$ cat src/rtl/qrd_pkg.sv
// Shared definitions for the QRD-RLS input sequencing stage.
//   QRD_N           default lane count (array columns)
//   QRD_DATA_LENGTH default bits per lane sample
//   QRD_SKEW        default per-cell latency of the systolic array
//   qrd_state_t     frame FSM state encoding
package qrd_pkg;

   localparam int QRD_N           = 4;
   localparam int QRD_DATA_LENGTH = 8;
   localparam int QRD_SKEW        = 22;

   typedef enum logic [1:0] {
      IDLE  = 2'd0,
      RUN   = 2'd1,
      FLUSH = 2'd2
   } qrd_state_t;

endpackage

$ cat src/rtl/qrd_lane_delay_rst.sv
// Resettable fixed-depth shift line. A word presented on din appears on dout
// DEPTH clock edges later. Synchronous reset clears every stage so no stale
// word can leave the line after reset.
//   clk   clock
//   rst   synchronous active-high reset
//   din   word entering the line (WIDTH bits)
//   dout  word leaving the line (WIDTH bits, registered)
module qrd_lane_delay_rst #(
   parameter int DEPTH = 1,
   parameter int WIDTH = 1
) (
   input  logic             clk,
   input  logic             rst,
   input  logic [WIDTH-1:0] din,
   output logic [WIDTH-1:0] dout
);

   logic [DEPTH-1:0][WIDTH-1:0] stage;

   always_ff @(posedge clk) begin
      if (rst) begin
         stage <= '0;
      end else begin
         stage[0] <= din;
         for (int i = 1; i < DEPTH; i++) begin
            stage[i] <= stage[i-1];
         end
      end
   end

   assign dout = stage[DEPTH-1];

endmodule

$ cat src/rtl/qrd_input_skew.sv
// Input sequencing stage in front of the QRD-RLS systolic array. Accepts one
// N-lane vector per valid/ready handshake and releases lane k SKEW*k cycles
// after lane 0. Vectors are grouped into frames of FRAME_LEN; after the last
// vector of a frame, input is blocked until that vector has fully entered the
// array, then frame_done pulses for one cycle.
//   clk         clock
//   rst         synchronous active-high reset
//   in_data     N lanes, lane k at [k*DATA_LENGTH +: DATA_LENGTH]
//   in_valid    vector offered
//   in_ready    stage can accept (registered)
//   out_data    skewed lanes, same packing as in_data (zero when not valid)
//   out_valid   per-lane valid
//   out_sof     per-lane start-of-frame marker
//   frame_done  one-cycle pulse when the frame's last lane has been emitted
//
// state | meaning
// IDLE  | waiting for the first vector of a frame; next accept carries sof
// RUN   | inside a frame, counting accepted vectors
// FLUSH | frame complete, input blocked while the last vector skews out
module qrd_input_skew
   import qrd_pkg::*;
#(
   parameter int N           = QRD_N,
   parameter int DATA_LENGTH = QRD_DATA_LENGTH,
   parameter int SKEW        = QRD_SKEW,
   parameter int FRAME_LEN   = 64
) (
   input  logic                     clk,
   input  logic                     rst,
   input  logic [N*DATA_LENGTH-1:0] in_data,
   input  logic                     in_valid,
   output logic                     in_ready,
   output logic [N*DATA_LENGTH-1:0] out_data,
   output logic [N-1:0]             out_valid,
   output logic [N-1:0]             out_sof,
   output logic                     frame_done
);

   localparam int LW        = DATA_LENGTH + 2;
   localparam int FLUSH_CYC = (N - 1) * SKEW;
   localparam int VEC_W     = $clog2(FRAME_LEN + 1);
   localparam int FL_W      = $clog2(FLUSH_CYC + 1);

   localparam logic [VEC_W-1:0] FRAME_LEN_C = VEC_W'(FRAME_LEN);
   localparam logic [VEC_W-1:0] VEC_ONE     = VEC_W'(1);
   localparam logic [FL_W-1:0]  FLUSH_LOAD  = FL_W'(FLUSH_CYC);
   localparam logic [FL_W-1:0]  FLUSH_ONE   = FL_W'(1);
   localparam bit               SINGLE      = (FRAME_LEN == 1);

   qrd_state_t         state;
   logic [VEC_W-1:0]   vec_cnt;
   logic [VEC_W-1:0]   vec_cnt_inc;
   logic [FL_W-1:0]    flush_cnt;
   logic               accept;
   logic               first_vec;

   logic [N-1:0][LW-1:0] lane_in;
   logic [N-1:0][LW-1:0] lane_out;

   // in_ready is already low during reset and FLUSH, but rst is kept in the
   // term so nothing is injected into the lane paths while reset is applied.
   assign accept      = in_valid && in_ready && !rst;
   assign first_vec   = (state == IDLE);
   assign vec_cnt_inc = vec_cnt + VEC_ONE;

   always_ff @(posedge clk) begin
      if (rst) begin
         state      <= IDLE;
         vec_cnt    <= '0;
         flush_cnt  <= '0;
         in_ready   <= 1'b0;
         frame_done <= 1'b0;
      end else begin
         frame_done <= 1'b0;
         unique case (state)
            IDLE: begin
               in_ready <= 1'b1;
               vec_cnt  <= '0;
               if (accept) begin
                  if (SINGLE) begin
                     state     <= FLUSH;
                     flush_cnt <= FLUSH_LOAD;
                     in_ready  <= 1'b0;
                  end else begin
                     state   <= RUN;
                     vec_cnt <= VEC_ONE;
                  end
               end
            end
            RUN: begin
               in_ready <= 1'b1;
               if (accept) begin
                  if (vec_cnt_inc == FRAME_LEN_C) begin
                     state     <= FLUSH;
                     flush_cnt <= FLUSH_LOAD;
                     vec_cnt   <= '0;
                     in_ready  <= 1'b0;
                  end else begin
                     vec_cnt <= vec_cnt_inc;
                  end
               end
            end
            FLUSH: begin
               // Counter reads FLUSH_LOAD in the first FLUSH cycle, so the
               // exit edge lands exactly when the last lane goes out.
               if (flush_cnt == FLUSH_ONE) begin
                  state      <= IDLE;
                  flush_cnt  <= '0;
                  in_ready   <= 1'b1;
                  frame_done <= 1'b1;
               end else begin
                  flush_cnt <= flush_cnt - FLUSH_ONE;
                  in_ready  <= 1'b0;
               end
            end
            default: begin
               state     <= IDLE;
               vec_cnt   <= '0;
               flush_cnt <= '0;
               in_ready  <= 1'b0;
            end
         endcase
      end
   end

   // Idle cycles inject an all-zero word so out_data is zero whenever the
   // matching out_valid is low.
   always_comb begin
      lane_in = '0;
      for (int k = 0; k < N; k++) begin
         if (accept) begin
            lane_in[k] = {1'b1, first_vec, in_data[k*DATA_LENGTH +: DATA_LENGTH]};
         end
      end
   end

   for (genvar k = 0; k < N; k++) begin : g_lane
      qrd_lane_delay_rst #(
         .DEPTH (1 + k * SKEW),
         .WIDTH (LW)
      ) u_delay (
         .clk  (clk),
         .rst  (rst),
         .din  (lane_in[k]),
         .dout (lane_out[k])
      );
   end

   always_comb begin
      out_data  = '0;
      out_valid = '0;
      out_sof   = '0;
      for (int k = 0; k < N; k++) begin
         out_valid[k]                          = lane_out[k][LW-1];
         out_sof[k]                            = lane_out[k][LW-2];
         out_data[k*DATA_LENGTH +: DATA_LENGTH] = lane_out[k][DATA_LENGTH-1:0];
      end
   end

endmodule

$ cat config.mk
export PLATFORM = sky130hd
export DESIGN_NAME = qrd_input_skew
export DESIGN_NICKNAME = d
export VERILOG_FILES = /design/src/rtl/qrd_pkg.sv /design/src/rtl/qrd_lane_delay_rst.sv /design/src/rtl/qrd_input_skew.sv
export SDC_FILE = /design/constraint.sdc
export NUM_CORES = 1
export LEC_CHECK = 0
export ABC_CLOCK_PERIOD_IN_PS = 1600
export BUFFER_PORTS_ARGS = -buffer_cell sky130_fd_sc_hd__buf_2
export CORE_UTILIZATION = 54
export DETAILED_ROUTE_END_ITERATION = 16
export PLACE_DENSITY = 0.85
export SYNTH_ARGS = -nofsm -noshare
export SYNTH_HDL_FRONTEND = slang
export SYNTH_SLANG_ARGS = --single-unit
$ cat constraint.sdc
create_clock -name clk -period 1.6 [get_ports clk]
set_input_delay 0.16 -clock clk [delete_from_list [all_inputs] [get_ports clk]]
set_output_delay 0.16 -clock clk [all_outputs]
set_load 0.01 [all_outputs]
==> flow_metrics.tcl <==
set metrics [dict create \
    n_fill_cell 4400 \
    route.vias.total 16509 \
    syn_nets 2790 \
    synthDominantCellAreaShare 0.7310 \
    fraction_of_layout_cells_with_a_size_suffix_above_1 0.1228 \
    initial_antenna_violation_count 1 \
    worst_setup_hold_path_clk_slew_ns 0.07 \
    post_synth_most_frequent_cells "sky130_fd_sc_hd__dfxtp_1, sky130_fd_sc_hd__nor2b_1, sky130_fd_sc_hd__clkbuf_1, sky130_fd_sc_hd__and2_1, sky130_fd_sc_hd__buf_4" \
    wl_per_cell_um 12.15 \
    nNetsFinal 2878 \
    worstHoldStart "in_data[22]" \
    hold-path-cell-count 3 \
    reg2reg_setup_slack_ns -0.20 \
    fmax_ghz 0.5567 \
    grt_pass1_wl_um 75070 \
    finalWeightedCongestion 0.7939 \
    numCtsBuffers 108 \
    result_of_the_run "finished with violations" \
    overflow 0 \
    drc 0 \
    period_minus_slack_ns 1.796 \
    ctsHtreeMaxLevel 3 \
    combined_area_of_all_synthesized_cells_um2 33960 \
    chip_width_um 252.8 \
    dpl_worst_slack_ns -0.2458 \
    area_growth_syn_to_layout_pct 16.80 \
    numPlacedInstances 3511 \
    report.final.hold_viol_count 0 \
    design.die.area_um2 63900 \
    ys.flop_type "sky130_fd_sc_hd__dfxtp_1" \
    tightestPinTransition_ns 0.6350 \
    max_stage_delay_ns 0.41 \
    power.static_leakage_nw 15.78 \
    fp-row-count 91 \
    cts_tree "built" \
    number_of_global_route_vias_before_repair 16539 \
    route.final.wire_length_um 45670 \
    layout_worst_path_cycle_share 1.123 \
    synth_warnings 0 \
    crit_chain "inv_6 > ha_4 > nor3_4 > a21oi_4 > o21ai_2 > a21oi_2" \
    post_dp_cell_area_um2 34930 \
    crit_type "register to register" \
    start_util 0.5483 \
    setup_slack_ns -0.1962 \
    cts_num_sinks 1240 \
    failed_checks "negative setup slack" \
    yosys.cell_count.top_type "sky130_fd_sc_hd__dfxtp_1" \
    layoutNonFillerInstCount 3760 \
    grt_max_degree 171 \
    dr.first_iter.drc_count 841 \
    multi_input_comb_area_um2 8606 \
    worst-endpoint-arrival_ns 2.33 \
    synthTopCellsByArea "sky130_fd_sc_hd__dfxtp_1, sky130_fd_sc_hd__nor2b_1, sky130_fd_sc_hd__clkbuf_1" \
    fin_setup_tns_ns -1.008 \
    yosysUniqueCellTypes 44 \
    worstSetupEndpointType "register" \
    core-area_um2 61940 \
    viasPerCell 4.391 \
    timing.critical_path.slowest_stage_cell "sky130_fd_sc_hd__dfxtp_4" \
    place_hpwl_um 21320 \
    hp-class "input port to register" \
    place.port_buffers 76 \
    synth_seq_area_share 0.7310 \
    antenna_cells 0 \
    worst-endpoint-required_ns 2.13 \
    final_antenna_net_count 0 \
    ys_ff_latch 1240 \
    synth_top_cell_by_area "sky130_fd_sc_hd__dfxtp_1" \
    timing.max_cap.violations 0 \
    fp.dieH_um 252.8 \
    worst-path-max-fanout 6 \
    seqCellArea_um2 24850 \
    report.final.setup_viol 11 \
    synth.avg_cell_area_um2 12.36 \
    fin_skew_ns 0.01581 \
    netlist_instances 2748 \
    reg2reg_depth 6 \
    final_area_um2 39660 \
    clock_path_buffers 3 \
    synth-edff-count 0 \
    power_density_nw_per_um2 1516 \
    timing.critical_path.from_type "register" \
    rsz0062_at_grt "yes" \
    fin_total_pwr_mw 60.12 \
    grt_usage 0.1408 \
    synthArstFlopShare 0 \
    slew-limit-headroom 0.5767 \
    vdd_drop_max_mv 1.206 \
    worstReg2RegStart "state[1]" \
    clock_insertion_delay_worst_skew_ns 0.65 \
    clockRootBuffer "sky130_fd_sc_hd__clkbuf_16" \
    io_pins 77 \
    reg_to_reg_endpoint "flush_cnt[4]" \
    final-max-slew-violation-count 0 \
    timing.hold.worst_endpoint "g_lane[2].u_delay.stage[6]" \
    detailed_routing_iterations_pass_1 4 \
]
power breakdown:
part | leakage [nW] | internal, mW | total [mW] | switching, mW
Clock | 1.91 | 16.6 | 27.5 | 10.9
Sequential | 9.99 | 31.0 | 31.1 | 0.0826
Combinational | 3.88 | 0.568 | 1.56 | 0.993
Total | 15.8 | 48.1 | 60.1 | 12.0
area by class of cell:
class	instances	share of cell area
flip-flops and latches	1240	0.6266
clock buffers	155	0.08091
repair buffers	149	0.02953
clock inverters	42	0.01798
inverters	11	0.001640
well taps	837	0.02640
multi-input cells	1326	0.2170
critical path: cells and delay by family (launching register included):
family                     cells  cell delay (ns)
AOI/OAI and AO/OA              3             0.63
adders and majority gates      1             0.19
buffers and inverters          1             0.07
DFF                            1             0.41
and+or+nand+nor                1             0.37
state kept, by name (all words and copies together), names as in the netlist:
name / cells
g_lane.u_delay.dout: 36
flush_cnt: 7
in_ready: 1
frame_done: 1
state: 2
vec_cnt: 7
g_lane.u_delay.stage: 1186
routing by layer:
layer  wire length (um)  vias to the layer above  global-route usage
li1                   -                     8465                   -
met1              19770                     7602              0.1657
met2              21770                      293              0.2393
met3               2316                      149             0.03886
met4               1807                        0             0.06338
met5                  0                        -                   0
logic make-up after synthesis:
| family | synth area share |
|---|---|
| adder cells (fa/ha/maj) | 0.002579 |
| flip-flops | 0.7310 |
| multiplexers | 0.0003316 |
| AO/OA/AOI/OAI | 0.008622 |
| AND/OR/NAND/NOR | 0.2337 |
| buffers and inverters | 0.02384 |
timing repair:
action / in CTS / in global routing
buffers inserted: 4 / 13
setup endpoints to repair: 15 / 16
hold endpoints to repair: 56 / 0
resized for setup: 35 / 50
pin swaps: 7 / 20
hold buffers: 35 / 0
placed cells by master (no fill, tap or decap), types with 3 or more instances in the layout:
| cell type | n |
|---|---|
| sky130_fd_sc_hd__dfxtp_4 | 6 |
| sky130_fd_sc_hd__nor2_1 | 11 |
| sky130_fd_sc_hd__buf_2 | 75 |
| sky130_fd_sc_hd__bufinv_16 | 16 |
| sky130_fd_sc_hd__clkinvlp_4 | 7 |
| sky130_fd_sc_hd__nor3_1 | 3 |
| sky130_fd_sc_hd__dlygate4sd3_1 | 35 |
| sky130_fd_sc_hd__nand3_1 | 6 |
| sky130_fd_sc_hd__a21oi_4 | 3 |
| sky130_fd_sc_hd__nor2b_1 | 1188 |
| sky130_fd_sc_hd__inv_1 | 3 |
| sky130_fd_sc_hd__buf_4 | 25 |
| sky130_fd_sc_hd__nand2_1 | 11 |
| sky130_fd_sc_hd__a21oi_1 | 4 |
| sky130_fd_sc_hd__nand3_2 | 4 |
| sky130_fd_sc_hd__a21oi_2 | 6 |
| sky130_fd_sc_hd__clkbuf_1 | 14 |
| sky130_fd_sc_hd__clkbuf_16 | 108 |
| sky130_fd_sc_hd__inv_6 | 7 |
| sky130_fd_sc_hd__dfxtp_1 | 1229 |
| sky130_fd_sc_hd__clkinv_2 | 10 |
| sky130_fd_sc_hd__o21ai_0 | 6 |
| sky130_fd_sc_hd__or3_1 | 3 |
| sky130_fd_sc_hd__clkbuf_8 | 33 |
| sky130_fd_sc_hd__dfxtp_2 | 5 |
| sky130_fd_sc_hd__and2_1 | 34 |
| sky130_fd_sc_hd__buf_12 | 11 |
| sky130_fd_sc_hd__ha_4 | 6 |
| sky130_fd_sc_hd__inv_4 | 3 |
metrics by stage:
step / hold WS, ns / util
after CTS: 0.1943 / 0.6353
after global placement: 0.3583 / 0.5639
after detailed placement: 0.3620 / 0.5639
final: 0.2435 / 0.6404
after floorplan: 0.2817 / -
after global routing: 0.2153 / 0.6404
worst max-delay path by stage:
stage | startpoint | endpoint | slack, ns | cells after the start
5_1_grt | state[1] | flush_cnt[4] | -0.23 | 6
3_5_place_dp | vec_cnt[0] | flush_cnt[0] | -0.25 | 6
6_report | state[1] | flush_cnt[4] | -0.20 | 6
4_1_cts | state[1] | vec_cnt[6] | -0.02 | 7
2_1_floorplan | state[1] | vec_cnt[6] | 0.007 | 8
3_3_place_gp | state[1] | state[1] | 0.04 | 7
Note: power is estimated with default switching activity, not from simulation.
